===== src/rtl/univ_mod_counter_amisha.sv =====
// rtl/univ_mod_counter_amisha.sv - W-bit up/down counter with runtime top value, step and wrap/saturate mode
//
// Optional feature macro: UCNT_CMP_EN (adds cmp_amisha / match_amisha compare pulse).
//
// Ports:
//   clk_amisha      in   1       clock, all state on rising edge
//   reset_n_amisha  in   1       synchronous reset, active low
//   syn_clr_amisha  in   1       synchronous clear to 0
//   load_amisha     in   1       synchronous load of d_amisha (clamped to mod)
//   en_amisha       in   1       count enable
//   up_amisha       in   1       1 = count up, 0 = count down
//   sat_amisha      in   1       1 = saturate at bounds, 0 = wrap
//   step_amisha     in   STEP_W  increment per enabled cycle, 0 = hold
//   mod_amisha      in   W       top value, legal count range 0..mod
//   d_amisha        in   W       load value
//   cmp_amisha      in   W       compare value (UCNT_CMP_EN only)
//   q_amisha        out  W       registered count
//   max_tick_amisha out  1       q == mod
//   min_tick_amisha out  1       q == 0
//   wrap_amisha     out  1       registered pulse, high in the cycle q shows a post-wrap value
//   match_amisha    out  1       registered pulse on first cycle q equals cmp (UCNT_CMP_EN only)

module univ_mod_counter_amisha #(
    parameter int W      = 8,
    parameter int STEP_W = 4
) (
    input  logic              clk_amisha,
    input  logic              reset_n_amisha,
    input  logic              syn_clr_amisha,
    input  logic              load_amisha,
    input  logic              en_amisha,
    input  logic              up_amisha,
    input  logic              sat_amisha,
    input  logic [STEP_W-1:0] step_amisha,
    input  logic [W-1:0]      mod_amisha,
    input  logic [W-1:0]      d_amisha,
`ifdef UCNT_CMP_EN
    input  logic [W-1:0]      cmp_amisha,
    output logic              match_amisha,
`endif
    output logic [W-1:0]      q_amisha,
    output logic              max_tick_amisha,
    output logic              min_tick_amisha,
    output logic              wrap_amisha
);

    // Arithmetic width: one bit wider than the wider operand so the sum never truncates
    // and the borrow of a subtraction is visible.
    localparam int CW = ((W > STEP_W) ? W : STEP_W) + 1;

    logic [CW-1:0] q_ext;
    logic [CW-1:0] step_ext;
    logic [CW-1:0] mod_ext;
    logic [CW-1:0] sum;
    logic [CW-1:0] diff;
    logic [W-1:0]  q_next;
    logic          wrap_next;

    assign q_ext    = CW'(q_amisha);
    assign step_ext = CW'(step_amisha);
    assign mod_ext  = CW'(mod_amisha);
    assign sum      = q_ext + step_ext;
    assign diff     = q_ext - step_ext;

    always_comb begin
        q_next    = q_amisha;
        wrap_next = 1'b0;
        if (syn_clr_amisha) begin
            q_next = '0;
        end else if (load_amisha) begin
            q_next = (d_amisha > mod_amisha) ? mod_amisha : d_amisha;
        end else if (en_amisha && (step_amisha != '0)) begin
            if (q_amisha > mod_amisha) begin
                // mod was lowered below the current count: pull back to the top value
                q_next = mod_amisha;
            end else if (up_amisha) begin
                if (sum <= mod_ext) begin
                    q_next = W'(sum);
                end else if (sat_amisha) begin
                    q_next = mod_amisha;
                end else begin
                    // overshoot beyond the bound is discarded, not carried as a remainder
                    q_next    = '0;
                    wrap_next = 1'b1;
                end
            end else begin
                if (q_ext >= step_ext) begin
                    q_next = W'(diff);
                end else if (sat_amisha) begin
                    q_next = '0;
                end else begin
                    q_next    = mod_amisha;
                    wrap_next = 1'b1;
                end
            end
        end
    end

    always_ff @(posedge clk_amisha) begin
        if (!reset_n_amisha) begin
            q_amisha    <= '0;
            wrap_amisha <= 1'b0;
        end else begin
            q_amisha    <= q_next;
            wrap_amisha <= wrap_next;
        end
    end

`ifdef UCNT_CMP_EN
    // Pulses only on arrival at cmp; sitting on cmp keeps it low.
    always_ff @(posedge clk_amisha) begin
        if (!reset_n_amisha) begin
            match_amisha <= 1'b0;
        end else begin
            match_amisha <= (q_next == cmp_amisha) && (q_next != q_amisha);
        end
    end
`endif

    assign max_tick_amisha = (q_amisha == mod_amisha);
    assign min_tick_amisha = (q_amisha == '0);

endmodule


===== config.mk =====
export PLATFORM = sky130hd
export DESIGN_NAME = univ_mod_counter_amisha
export DESIGN_NICKNAME = d
export VERILOG_FILES = /design/src/rtl/univ_mod_counter_amisha.sv
export SDC_FILE = /design/constraint.sdc
export NUM_CORES = 1
export LEC_CHECK = 0
export ABC_AREA = 1
export BUFFER_PORTS_ARGS = -buffer_cell sky130_fd_sc_hd__buf_2
export CELL_PAD_IN_SITES_DETAIL_PLACEMENT = 1
export CELL_PAD_IN_SITES_GLOBAL_PLACEMENT = 2
export CORE_MARGIN = 2
export CORE_UTILIZATION = 27
export DETAILED_ROUTE_END_ITERATION = 16
export PLACE_DENSITY_LB_ADDON = 0.3
export RECOVER_POWER = 50
export SYNTH_ARGS = -nofsm -noshare
export SYNTH_HDL_FRONTEND = slang
export SYNTH_SLANG_ARGS = --single-unit

===== constraint.sdc =====
create_clock -name clk_amisha -period 2.7 [get_ports clk_amisha]
set_clock_uncertainty 0.2 [all_clocks]
set_input_delay 0.135 -clock clk_amisha [delete_from_list [all_inputs] [get_ports clk_amisha]]
set_output_delay 0.135 -clock clk_amisha [all_outputs]
set_load 0.02 [all_outputs]

# Yosys cells after proc, flatten, opt, wreduce, memory -nomap -nowiden
# Index checks and enable logic that the tools add are counted.
[word_totals]
regBits = 9
latch_bits = 0
ramBits = 0
rom_bits = 0
memories = 0
[classes]
add_sub_neg = 2
n_mul = 0
div = 0
order_cmp = 4
eq_ne = 1
n_shift = 0
n_mux = 13
bitwise = 2
n_reduce_logical = 6
[op_table]
columns = ["operator", "count"]
rows = [
  ["8-bit two-way mux", 9],
  ["8-bit greater-than comparator", 2],
  ["8-bit by 4-bit adder with 9-bit output", 1],
  ["9-bit by 8-bit <= comparator with 1-bit output", 1],
  ["8-bit == test", 1],
  ["8-bit by 4-bit >= comparator with 1-bit output", 1],
  ["8-bit logical NOT", 1],
  ["8-bit by 4-bit subtractor with 8-bit output", 1],
  ["5-bit OR reduction", 1],
  ["1-bit two-way mux", 4],
  ["4-bit nonzero test", 1],
  ["1-bit inverter", 2],
  ["2-bit nonzero test", 1],
  ["2-bit OR reduction", 1],
  ["1-bit logical AND", 1],
]

# Logic depth before layout (Yosys ltp)
# Gate-level depths: netlist of run 1.
[depth]
depth_word = 7
mapped_depth = 22

# Least setup slack after synthesis of run 1
# Ideal clock, no wire load.
[synth_path]
path_type = "register to register"
start = "register q_amisha[0]"
end = "register q_amisha[0]"
setup_ps = 122
arrival_ps = 2781
required_time_ps = 2378
setup_slack_ps = -403
stages_incl_launch_ff = 21
path_cell_list = "dfxtp_1 > ha_1 > inv_1 > fa_1 > nor3_1 > nor2_1 > xor2_1 > inv_1 > ha_1 > nand2_1 > inv_1 > nand2_1 > nand3_1 > nand2_1 > nand2_1 > nand2_1 > nand2_4 > a21oi_1 > nand2_1 > nand2_1 > a21oi_2"
[synth_between]
elab_chain_cells = 7
elab_cells_between_ends = 11
classes_between = "add/sub (2); order compare (3); mux (6)"
[synth_lines]
columns = ["item", "line_no", "text"]
rows = [
  ["from (decl)", "41", "output logic [W-1:0] q_amisha,"],
  ["from (signal assigned)", "104", "q_amisha <= q_next;"],
  ["8-bit by 4-bit adder with 9-bit output", "62", "assign sum = q_ext + step_ext;"],
  ["9-bit by 8-bit <= comparator with 1-bit output", "77", "if (sum <= mod_ext) begin"],
  ["8-bit two-way mux", "77", ""],
  ["8-bit two-way mux", "76", "end else if (up_amisha) begin"],
  ["8-bit two-way mux (*)", "73", "if (q_amisha > mod_amisha) begin"],
  ["8-bit two-way mux (*)", "72", "end else if (en_amisha && (step_amisha != '0)) begin"],
  ["8-bit two-way mux (*)", "70", "end else if (load_amisha) begin"],
]
# Every way passes the cells marked *; elsewhere a longest branch is shown, timed or not. The select of a mux whose other input is x is not followed.
# A chain may end at the register's enable or synchronous reset.

# Final worst setup path of run 1
[layout_path]
start = "register q_amisha[0]"
end = "register q_amisha[5]"
# Same word-level chain as after synthesis.

==> results of run 1 <==
[power groups by stage]
stage,Combinational (W),Sequential (W),Clock [W]
final,0.000711,0.000153,0.000176
after global routing,0.000795,0.000154,0.000180
after CTS,0.000698,0.000153,0.000179
after detailed placement,0.000648,0.000155,0
after global placement,0.000641,0.000154,0
after floorplan,0.000401,0.000165,0
[per-stage QoR]
stage / instances / hold WS, ns / util / setup TNS (ns) / setup slack, ns
global placement: 569 / 0.354 / 0.353 / -1.43 / -0.243
floorplan: 394 / 0.137 / - / -0.274 / -0.0517
detailed placement: 569 / 0.352 / 0.353 / -1.93 / -0.274
global route: 580 / 0.0871 / 0.385 / -3.43 / -0.427
CTS: 579 / 0.108 / 0.381 / -1.40 / -0.190
finish: 580 / 0.0771 / 0.385 / -1.55 / -0.214
[sequential cells by signal (all words and copies together) (netlist names)]
signal	cells
wrap_amisha	1
q_amisha	8
[cell families after synthesis]
logic type	share of synthesized area
adder cells (fa/ha/maj)	0.192
AO/OA/AOI/OAI	0.144
flip-flops	0.0784
AND/OR/NAND/NOR	0.437
XOR/XNOR	0.00763
buffers and inverters	0.142
[worst max-delay path: cells and delay by family, from the launching register on]
family | cells | cell delay, ns
fa+ha+maj | 3 | 0.78
flops | 1 | 0.35
xor+xnor | 1 | 0.21
buf+inv | 3 | 0.28
compound gates | 1 | 0.11
simple gates | 13 | 0.92
[layout by cell type (no fill, tap or decap), types with 2 or more instances in the layout]
cell type	instances
sky130_fd_sc_hd__nand2_1	99
sky130_fd_sc_hd__inv_1	59
sky130_fd_sc_hd__buf_4	48
sky130_fd_sc_hd__nor2_1	37
sky130_fd_sc_hd__nand3_1	35
sky130_fd_sc_hd__buf_2	32
sky130_fd_sc_hd__ha_1	26
sky130_fd_sc_hd__a21oi_1	19
sky130_fd_sc_hd__o21ai_0	19
sky130_fd_sc_hd__a21oi_2	11
sky130_fd_sc_hd__nand3_2	9
sky130_fd_sc_hd__nand2_2	8
sky130_fd_sc_hd__inv_2	7
sky130_fd_sc_hd__nand4_1	7
sky130_fd_sc_hd__clkbuf_1	6
sky130_fd_sc_hd__nand2_4	5
sky130_fd_sc_hd__ha_4	5
sky130_fd_sc_hd__dfxtp_1	5
sky130_fd_sc_hd__nor2_2	4
sky130_fd_sc_hd__o21ai_1	3
sky130_fd_sc_hd__nand3_4	3
sky130_fd_sc_hd__clkbuf_8	3
sky130_fd_sc_hd__dfxtp_4	3
sky130_fd_sc_hd__nor3_2	2
sky130_fd_sc_hd__xor2_1	2
sky130_fd_sc_hd__nor2_4	2
sky130_fd_sc_hd__nor3_1	2
sky130_fd_sc_hd__buf_6	2
[layout make-up]
| class | count | area (µm²) |
|---|---|---|
| well taps | 105 | 131 |
| flip-flops and latches | 9 | 193 |
| repair buffers | 87 | 562 |
| fillers | 1118 | 5050 |
| inverters | 67 | 251 |
| clock buffers | 4 | 45.0 |
| multi-input cells | 308 | 1980 |
[timing repair]
action,CTS,global route
pin swaps,14,3
endpoints found under the setup margin,9,9
gates resized for setup,29,7
setup buffers,6,1
[metal layers]
| layer | GRT usage | vias to the layer above | wire [µm] |
|---|---|---|---|
| li1 | - | 1431 | - |
| met1 | 0.248 | 1326 | 3920 |
| met2 | 0.389 | 37 | 4680 |
| met3 | 0.0164 | 5 | 194 |
| met4 | 0.0357 | 0 | 68 |
| met5 | 0 | - | 0 |
[path summary, 6_finish.rpt]
path | start | to | cells after the start
setup / recovery | q_amisha[0] | q_amisha[5] | 21
hold reg to reg | q_amisha[0] | q_amisha[0] | 3
setup reg to reg | q_amisha[0] | q_amisha[5] | 21
hold / removal | en_amisha | wrap_amisha | 5
==> flow_summary.html, run 1 <==
<table>
<tr><th>Metric</th><th>Value</th></tr>
<tr><th colspan="2">Status</th></tr>
<tr><td>Status</td><td>finished with violations</td></tr>
<tr><td>Failing checks</td><td>setup timing</td></tr>
<tr><th colspan="2">Worst setup path</th></tr>
<tr><td>Slowest library cell on the worst path</td><td>sky130_fd_sc_hd__fa_2</td></tr>
<tr><td>Max Fanout on Critical Path</td><td>6</td></tr>
<tr><td>Endpoint type of the worst setup path</td><td>flop</td></tr>
<tr><td>Dominant cell type by count on the critical path</td><td>sky130_fd_sc_hd__nand2_1</td></tr>
<tr><td>Cells along the critical path</td><td>ha_4 &gt; inv_2 &gt; fa_2 &gt; nor3_2 &gt; nor2_1 &gt; xor2_1 &gt; inv_1 &gt; ha_4 &gt; nand2_4 &gt; nor2_2 &gt; nand2_1 &gt; nand3_1 &gt; nand2_1 &gt; nand2_2 &gt; nand2_4 &gt; buf_6 &gt; nand3_4 &gt; nand3_2 &gt; nand2_1 &gt; nand2_1 &gt; a21oi_2</td></tr>
<tr><td>Setup slack of the most critical reg-to-reg path</td><td>-0.21 ns</td></tr>
<tr><td>Critical setup path kind</td><td>reg -&gt; reg</td></tr>
<tr><td>Worst path required time</td><td>approximately 2.7 ns</td></tr>
<tr><td>Element type at the critical path start</td><td>flop</td></tr>
<tr><td>Slowest cell delay on critical path</td><td>around 0.36 ns</td></tr>
<tr><td>Critical Path AT</td><td>between 2 and 3 ns</td></tr>
<tr><th colspan="2">Pwr</th></tr>
<tr><td>Switching fraction of total power</td><td>0.486</td></tr>
<tr><td>Standby leakage power</td><td>1.79 nW</td></tr>
<tr><td>Maximum ir drop on the vdd rail</td><td>between 0.0001 and 0.00015 V</td></tr>
<tr><td>Ratio of total power to cell area</td><td>329 mW/mm²</td></tr>
<tr><td>Cell internal power dissipation</td><td>about 0.00054 W</td></tr>
<tr><td>Sequential share of power</td><td>0.147</td></tr>
<tr><td>Share of power burned in the clock network</td><td>0.169</td></tr>
<tr><td>Net switching power of the design</td><td>between 0.0005 and 0.0006 W</td></tr>
<tr><td>Portion of total power attributed to combinational logic</td><td>0.684</td></tr>
<tr><td>Total power of the final layout</td><td>between 0.001 and 0.0015 W</td></tr>
<tr><th colspan="2">Clock tree</th></tr>
<tr><td>CTS Buffer Depth</td><td>2</td></tr>
<tr><td>Count of clock tree sinks</td><td>9</td></tr>
<tr><td>Skew-Pair Late Insertion Delay</td><td>~0.25 ns</td></tr>
<tr><td>Post-CTS Hold Buffers</td><td>0</td></tr>
<tr><td>Htree depth</td><td>1</td></tr>
<tr><td>Clock tree root driver cell</td><td>sky130_fd_sc_hd__clkbuf_8</td></tr>
<tr><td>Clock input transition at the sequential cells of the worst setup and hold paths</td><td>approximately 0.050 ns</td></tr>
<tr><td>Clock tree from TritonCTS</td><td>done</td></tr>
<tr><td>TritonCTS buffer count</td><td>3</td></tr>
<tr><th colspan="2">Logic synthesis</th></tr>
<tr><td>Mean instance size in the synthesized netlist</td><td>between 5 and 6 µm²</td></tr>
<tr><td>Synth area leader</td><td>sky130_fd_sc_hd__ha_1</td></tr>
<tr><td>Async set-or-reset flop fraction in the synthesized netlist</td><td>0</td></tr>
<tr><td>Synthesized net count</td><td>455</td></tr>
<tr><td>Number of flops mapped to enable cells by yosys</td><td>0</td></tr>
<tr><td>Flops &amp; latches, synth</td><td>9</td></tr>
<tr><td>Most frequent cell after synthesis</td><td>sky130_fd_sc_hd__nand2_1</td></tr>
<tr><td>Part of the Yosys area used for sequential elements</td><td>0.0784</td></tr>
<tr><td>Synth Cell Area</td><td>~0.0023 mm²</td></tr>
<tr><td>Synth Flop Type</td><td>sky130_fd_sc_hd__dfxtp_1</td></tr>
<tr><td>Top cell types by occurrence after synthesis</td><td>sky130_fd_sc_hd__nand2_1, sky130_fd_sc_hd__inv_1, sky130_fd_sc_hd__nand3_1, sky130_fd_sc_hd__nor2_1, sky130_fd_sc_hd__ha_1</td></tr>
<tr><td>Top cell type's share of synthesized area</td><td>0.174</td></tr>
<tr><td>Ranking of synthesized cells by area</td><td>sky130_fd_sc_hd__ha_1, sky130_fd_sc_hd__nand2_1, sky130_fd_sc_hd__inv_1, sky130_fd_sc_hd__nand3_1, sky130_fd_sc_hd__dfxtp_1</td></tr>
<tr><td>Synthesized netlist cell count</td><td>approximately 390</td></tr>
<tr><td>Ys Warns</td><td>0</td></tr>
<tr><td>Number of different library cells in the post-synthesis netlist</td><td>33</td></tr>
<tr><th colspan="2">Route</th></tr>
<tr><td>Number of design-rule violations left by the first detailed-router iteration</td><td>98</td></tr>
<tr><td>Number of detailed-routing iterations run before antenna repair</td><td>4</td></tr>
<tr><td>Count of nets left with antenna violations after detail routing</td><td>0</td></tr>
<tr><td>Number of design rule violations left after detail routing</td><td>0</td></tr>
<tr><td>Total Wirelength</td><td>a little under 9000 µm</td></tr>
<tr><td>DR vias/cell</td><td>a little under 5</td></tr>
<tr><td>Routed len/inst</td><td>15.3 µm</td></tr>
<tr><td>Count of vias placed by the detailed router</td><td>roughly 2800</td></tr>
<tr><th colspan="2">GRT</th></tr>
<tr><td>Combined global-route utilization of all metal layers</td><td>0.204</td></tr>
<tr><td>First-pass GRT wire length</td><td>about 14000 µm</td></tr>
<tr><td>Maximum number of pins on one net before global-route repair</td><td>17</td></tr>
<tr><td>Antenna violations before repair</td><td>0</td></tr>
<tr><td>Via count of the first global-routing pass</td><td>2871</td></tr>
<tr><td>Global route total overflow</td><td>0</td></tr>
<tr><th colspan="2">Timing</th></tr>
<tr><td>Final Max Slew Viols</td><td>0</td></tr>
<tr><td>Shortest clock period the worst path allows after layout</td><td>roughly 2.9 ns</td></tr>
<tr><td>Tightest Pin Transition</td><td>between 0.6 and 0.7 ns</td></tr>
<tr><td>Post-route clock period utilization</td><td>1.08</td></tr>
<tr><td>Final Hold Vio Count</td><td>0</td></tr>
<tr><td>Max-slew headroom</td><td>0.543</td></tr>
<tr><td>Timing-limited maximum frequency</td><td>343 MHz</td></tr>
<tr><td>Crit path setup slack, layout</td><td>-0.214 ns</td></tr>
<tr><td>Final setup fails</td><td>8</td></tr>
<tr><td>RSZ-0062 raised after global routing</td><td>yes</td></tr>
<tr><th colspan="2">Die</th></tr>
<tr><td>Area of the core</td><td>slightly above 0.008 mm²</td></tr>
<tr><td>DIE AREA</td><td>0.00926 mm²</td></tr>
<tr><td>Die Span Y</td><td>just under 100 µm</td></tr>
<tr><td>Width of the die</td><td>slightly below 100 µm</td></tr>
<tr><td>Starting utilization of the core area</td><td>0.280</td></tr>
<tr><td>Placement Rows</td><td>33</td></tr>
<tr><td>Top-level I/O count</td><td>38</td></tr>
<tr><th colspan="2">Final layout</th></tr>
<tr><td>Final antenna diode count</td><td>0</td></tr>
<tr><td>Number of nets at the end of the flow</td><td>around 540</td></tr>
<tr><td>Layout cell share with drive strength beyond 1</td><td>0.320</td></tr>
<tr><td>Synthesis-to-finish area growth</td><td>37.7%</td></tr>
<tr><td>Final Instance Area</td><td>around 0.0032 mm²</td></tr>
<tr><th colspan="2">Place</th></tr>
<tr><td>Post-place instance area</td><td>0.00290 mm²</td></tr>
<tr><td>Post-detail-place hpwl</td><td>between 7000 and 8000 µm</td></tr>
<tr><td>Routability cong.</td><td>0.856</td></tr>
<tr><td>Number of input and output port buffers inserted</td><td>37</td></tr>
<tr><th colspan="2">Job</th></tr>
<tr><td>Maxcap violations</td><td>0</td></tr>
<tr><th colspan="2">Worst hold path</th></tr>
<tr><td>Type of the tightest min-delay check</td><td>in -&gt; reg</td></tr>
</table>
Power figures use the tool's default switching activity.
==> run 2, diff against run 1 <==
--- a/config.mk
+++ b/config.mk
@@ -6,7 +6,7 @@
 export NUM_CORES = 1
 export LEC_CHECK = 0
 export ABC_AREA = 1
-export BUFFER_PORTS_ARGS = -buffer_cell sky130_fd_sc_hd__buf_2
+export BUFFER_PORTS_ARGS = -buffer_cell sky130_fd_sc_hd__buf_4
 export CELL_PAD_IN_SITES_DETAIL_PLACEMENT = 1
 export CELL_PAD_IN_SITES_GLOBAL_PLACEMENT = 2
 export CORE_MARGIN = 2
==> run 2 against run 1 <==
Against the previous run: the flow still finishes with violations (setup timing); flip-flop and latch count did not move; via count increased by 2.9%; global-route usage rose by 1.3 points; largest cell class unchanged; maximum frequency shrank 2.3%; hold slack better by 0.032 ns; utilization is 1.0 points higher; total power is 2.4% higher; clock power is essentially flat; setup slack lost 0.068 ns.
==> flow_summary.html, run 2 (same netlist as run 1, synthesis figures left out) <==
<table>
<tr><th>Metric</th><th>Value</th></tr>
<tr><th colspan="2">Route</th></tr>
<tr><td>Number of detailed-routing iterations run before antenna repair</td><td>4 (unchanged)</td></tr>
<tr><td>Count of vias placed by the detailed router</td><td>2881 (+2.9%)</td></tr>
<tr><td>Count of nets left with antenna violations after detail routing</td><td>0 (unchanged)</td></tr>
<tr><td>Total Wirelength</td><td>9470 µm (+6.8%)</td></tr>
<tr><td>Number of design-rule violations left by the first detailed-router iteration</td><td>177 (+81%)</td></tr>
<tr><td>Routed len/inst</td><td>16.3 µm (+6.8%)</td></tr>
<tr><td>Number of design rule violations left after detail routing</td><td>0 (unchanged)</td></tr>
<tr><td>DR vias/cell</td><td>4.97 (+2.9%)</td></tr>
<tr><th colspan="2">Timing</th></tr>
<tr><td>Crit path setup slack, layout</td><td>-0.283 ns (-0.0683 ns)</td></tr>
<tr><td>Timing-limited maximum frequency</td><td>335 MHz (-2.3%)</td></tr>
<tr><td>Final setup fails</td><td>9 (+1)</td></tr>
<tr><td>Post-route clock period utilization</td><td>1.10 (+0.0253)</td></tr>
<tr><td>Final Hold Vio Count</td><td>0 (unchanged)</td></tr>
<tr><td>Setup TNS</td><td>-2.04 ns (-0.493 ns)</td></tr>
<tr><td>Final Max Slew Viols</td><td>0 (unchanged)</td></tr>
<tr><td>Shortest clock period the worst path allows after layout</td><td>2.98 ns (+0.0683 ns)</td></tr>
<tr><td>RSZ-0062 raised after global routing</td><td>yes</td></tr>
<tr><td>Tightest Pin Transition</td><td>0.678 ns (-0.00442 ns)</td></tr>
<tr><td>Max-slew headroom</td><td>0.546 (+0.00296)</td></tr>
<tr><th colspan="2">Place</th></tr>
<tr><td>Routability cong.</td><td>0.886 (+3.5%)</td></tr>
<tr><td>Setup Slack @ Placement</td><td>-0.322 ns (-0.0481 ns)</td></tr>
<tr><td>Number of input and output port buffers inserted</td><td>37 (unchanged)</td></tr>
<tr><td>Post-place instance area</td><td>0.00297 mm² (+2.2%)</td></tr>
<tr><td>Post-detail-place hpwl</td><td>7640 µm (+2.8%)</td></tr>
<tr><th colspan="2">Worst hold path</th></tr>
<tr><td>Hold Path Depth</td><td>5 (unchanged)</td></tr>
<tr><td>Type of the tightest min-delay check</td><td>in -&gt; reg</td></tr>
<tr><th colspan="2">Worst setup path</th></tr>
<tr><td>Max Fanout on Critical Path</td><td>7 (+1)</td></tr>
<tr><td>Worst reg2reg path depth</td><td>21 (unchanged)</td></tr>
<tr><td>Critical Path AT</td><td>2.91 ns (about the same)</td></tr>
<tr><td>Endpoint type of the worst setup path</td><td>flop</td></tr>
<tr><td>Element type at the critical path start</td><td>flop</td></tr>
<tr><td>Worst path required time</td><td>2.63 ns (-0.05 ns)</td></tr>
<tr><td>Critical setup path kind</td><td>reg -&gt; reg</td></tr>
<tr><th colspan="2">Die</th></tr>
<tr><td>DIE AREA</td><td>0.00926 mm² (unchanged)</td></tr>
<tr><td>Starting utilization of the core area</td><td>0.280 (unchanged)</td></tr>
<tr><td>Top-level I/O count</td><td>38 (unchanged)</td></tr>
<tr><td>Die Span Y</td><td>96.2 µm (unchanged)</td></tr>
<tr><td>Placement Rows</td><td>33 (unchanged)</td></tr>
<tr><td>Width of the die</td><td>96.2 µm (unchanged)</td></tr>
<tr><td>Area of the core</td><td>0.00822 mm² (unchanged)</td></tr>
<tr><th colspan="2">Pwr</th></tr>
<tr><td>Maximum ir drop on the vdd rail</td><td>0.000127 V (+3.7%)</td></tr>
<tr><td>Ratio of total power to cell area</td><td>328 mW/mm² (-0.20%)</td></tr>
<tr><td>Standby leakage power</td><td>1.79 nW (+0.16%)</td></tr>
<tr><td>Total power of the final layout</td><td>0.00107 W (+2.4%)</td></tr>
<tr><th colspan="2">GRT</th></tr>
<tr><td>Global route total overflow</td><td>0 (unchanged)</td></tr>
<tr><td>Via count of the first global-routing pass</td><td>2892 (+0.73%)</td></tr>
<tr><td>Antenna violations before repair</td><td>0 (unchanged)</td></tr>
<tr><td>Maximum number of pins on one net before global-route repair</td><td>17 (unchanged)</td></tr>
<tr><td>Combined global-route utilization of all metal layers</td><td>0.217 (+0.0132)</td></tr>
<tr><td>First-pass GRT wire length</td><td>15000 µm (+6.2%)</td></tr>
<tr><th colspan="2">Clock tree</th></tr>
<tr><td>Clock tree root driver cell</td><td>sky130_fd_sc_hd__clkbuf_8</td></tr>
<tr><td>Htree depth</td><td>1 (unchanged)</td></tr>
<tr><td>Clock input transition at the sequential cells of the worst setup and hold paths</td><td>0.06 ns (about the same)</td></tr>
<tr><td>TritonCTS buffer count</td><td>3 (unchanged)</td></tr>
<tr><td>Count of clock tree sinks</td><td>9 (unchanged)</td></tr>
<tr><td>CTS Buffer Depth</td><td>2 (unchanged)</td></tr>
<tr><td>Clock tree from TritonCTS</td><td>done</td></tr>
<tr><td>Skew-Pair Late Insertion Delay</td><td>0.24 ns (about the same)</td></tr>
<tr><th colspan="2">Final layout</th></tr>
<tr><td>Largest regs</td><td>q_amisha x8, wrap_amisha x1</td></tr>
<tr><td>Most frequent cells in the layout</td><td>sky130_fd_sc_hd__nand2_1, sky130_fd_sc_hd__buf_4, sky130_fd_sc_hd__inv_1</td></tr>
<tr><td>Top register by number of flip-flops</td><td>q_amisha</td></tr>
<tr><td>Layout cell share with drive strength beyond 1</td><td>0.328 (+0.00842)</td></tr>
<tr><td>Most common library cell in the layout ignoring fill and taps</td><td>sky130_fd_sc_hd__nand2_1</td></tr>
<tr><td>Synthesis-to-finish area growth</td><td>41.4%</td></tr>
<tr><td>Number of flip-flops under the largest register name</td><td>8 (unchanged)</td></tr>
<tr><td>Number of nets at the end of the flow</td><td>537 (unchanged)</td></tr>
<tr><td>Final antenna diode count</td><td>0 (unchanged)</td></tr>
<tr><td>Final Instance Area</td><td>0.00325 mm² (+2.6%)</td></tr>
<tr><th colspan="2">Job</th></tr>
<tr><td>Maxcap violations</td><td>0 (unchanged)</td></tr>
<tr><th colspan="2">Status</th></tr>
<tr><td>Status</td><td>finished with violations</td></tr>
<tr><td>Failing checks</td><td>setup timing</td></tr>
</table>
[run 2: cell count changes in the layout (fill, tap and decap cells not counted), moves of 3 or more]
cell,previous run,this run
sky130_fd_sc_hd__buf_4,48,83
sky130_fd_sc_hd__inv_2,7,10
sky130_fd_sc_hd__nand3_2,9,5
sky130_fd_sc_hd__buf_2,32,0
sky130_fd_sc_hd__nand2_2,8,11
sky130_fd_sc_hd__clkbuf_1,6,3
sky130_fd_sc_hd__inv_1,59,56
sky130_fd_sc_hd__nand3_1,35,40
[run 2: worst paths after layout]
| kind | start | slack (ns) | to |
|---|---|---|---|
| worst max-delay path | q_amisha[0] | -0.28 | q_amisha[3] |
| worst min-delay path | d_amisha[1] | 0.11 | q_amisha[1] |
| worst max register to register | q_amisha[0] | -0.28 | q_amisha[3] |
| worst min register to register | q_amisha[0] | 0.54 | q_amisha[0] |
[run 2: cell type report]
class	count	area, µm²
sequential	9	193
clock buffer	4	45.0
fill	1130	4970
multi-input combinational	309	1990
tap	105	131
inverter	67	251
timing repair buffer	86	642
[run 2: critical path, cell delays in order, from the launching register on]
cell and delay (ns):
sky130_fd_sc_hd__dfxtp_4 0.35, sky130_fd_sc_hd__ha_4 0.13, sky130_fd_sc_hd__inv_2 0.04, sky130_fd_sc_hd__fa_2 0.37, sky130_fd_sc_hd__nor3_2 0.12, sky130_fd_sc_hd__nor2_1 0.07, sky130_fd_sc_hd__xor2_1 0.22, sky130_fd_sc_hd__inv_1 0.10
sky130_fd_sc_hd__ha_4 0.30, sky130_fd_sc_hd__nand2_4 0.05, sky130_fd_sc_hd__nor2_2 0.08, sky130_fd_sc_hd__nand2_1 0.06, sky130_fd_sc_hd__nand3_1 0.06, sky130_fd_sc_hd__nand2_1 0.06, sky130_fd_sc_hd__nand2_2 0.10, sky130_fd_sc_hd__nand2_4 0.11
sky130_fd_sc_hd__nand2_8 0.12, sky130_fd_sc_hd__nand2_1 0.07, sky130_fd_sc_hd__nand3_1 0.07, sky130_fd_sc_hd__nand2_1 0.07, sky130_fd_sc_hd__nand2_1 0.08, sky130_fd_sc_hd__a21oi_2 0.05
[run 2: routing by layer]
metal  vias to the layer above  wire [µm]  GRT usage
li1                       1431          -          -
met1                      1391       4210      0.271
met2                        45       4830      0.403
met3                        14        245     0.0172
met4                         0        186     0.0417
met5                         -          0          0
[run 2: timing repair]
action,CTS,global route
buffers inserted,9,1
resized for setup,19,17
cloned,1,0
hold buffers,0,0
endpoints found under the setup margin,9,9
pin swaps,10,5
[run 2: report_power, final]
part	internal (W)	leakage, nW	switching, W
clock network	0.000104	0.0228	0.0000701
logic	0.000302	1.69	0.000436
registers	0.000141	0.0762	0.0000127
total	0.000547	1.79	0.000519
[run 2: stage by stage]
step	utilization	cells	hold WS [ns]
after floorplan	-	394	0.137
after global placement	0.361	565	0.350
after detailed placement	0.361	565	0.349
after CTS	0.388	579	0.115
after global routing	0.395	580	0.124
final	0.395	580	0.109
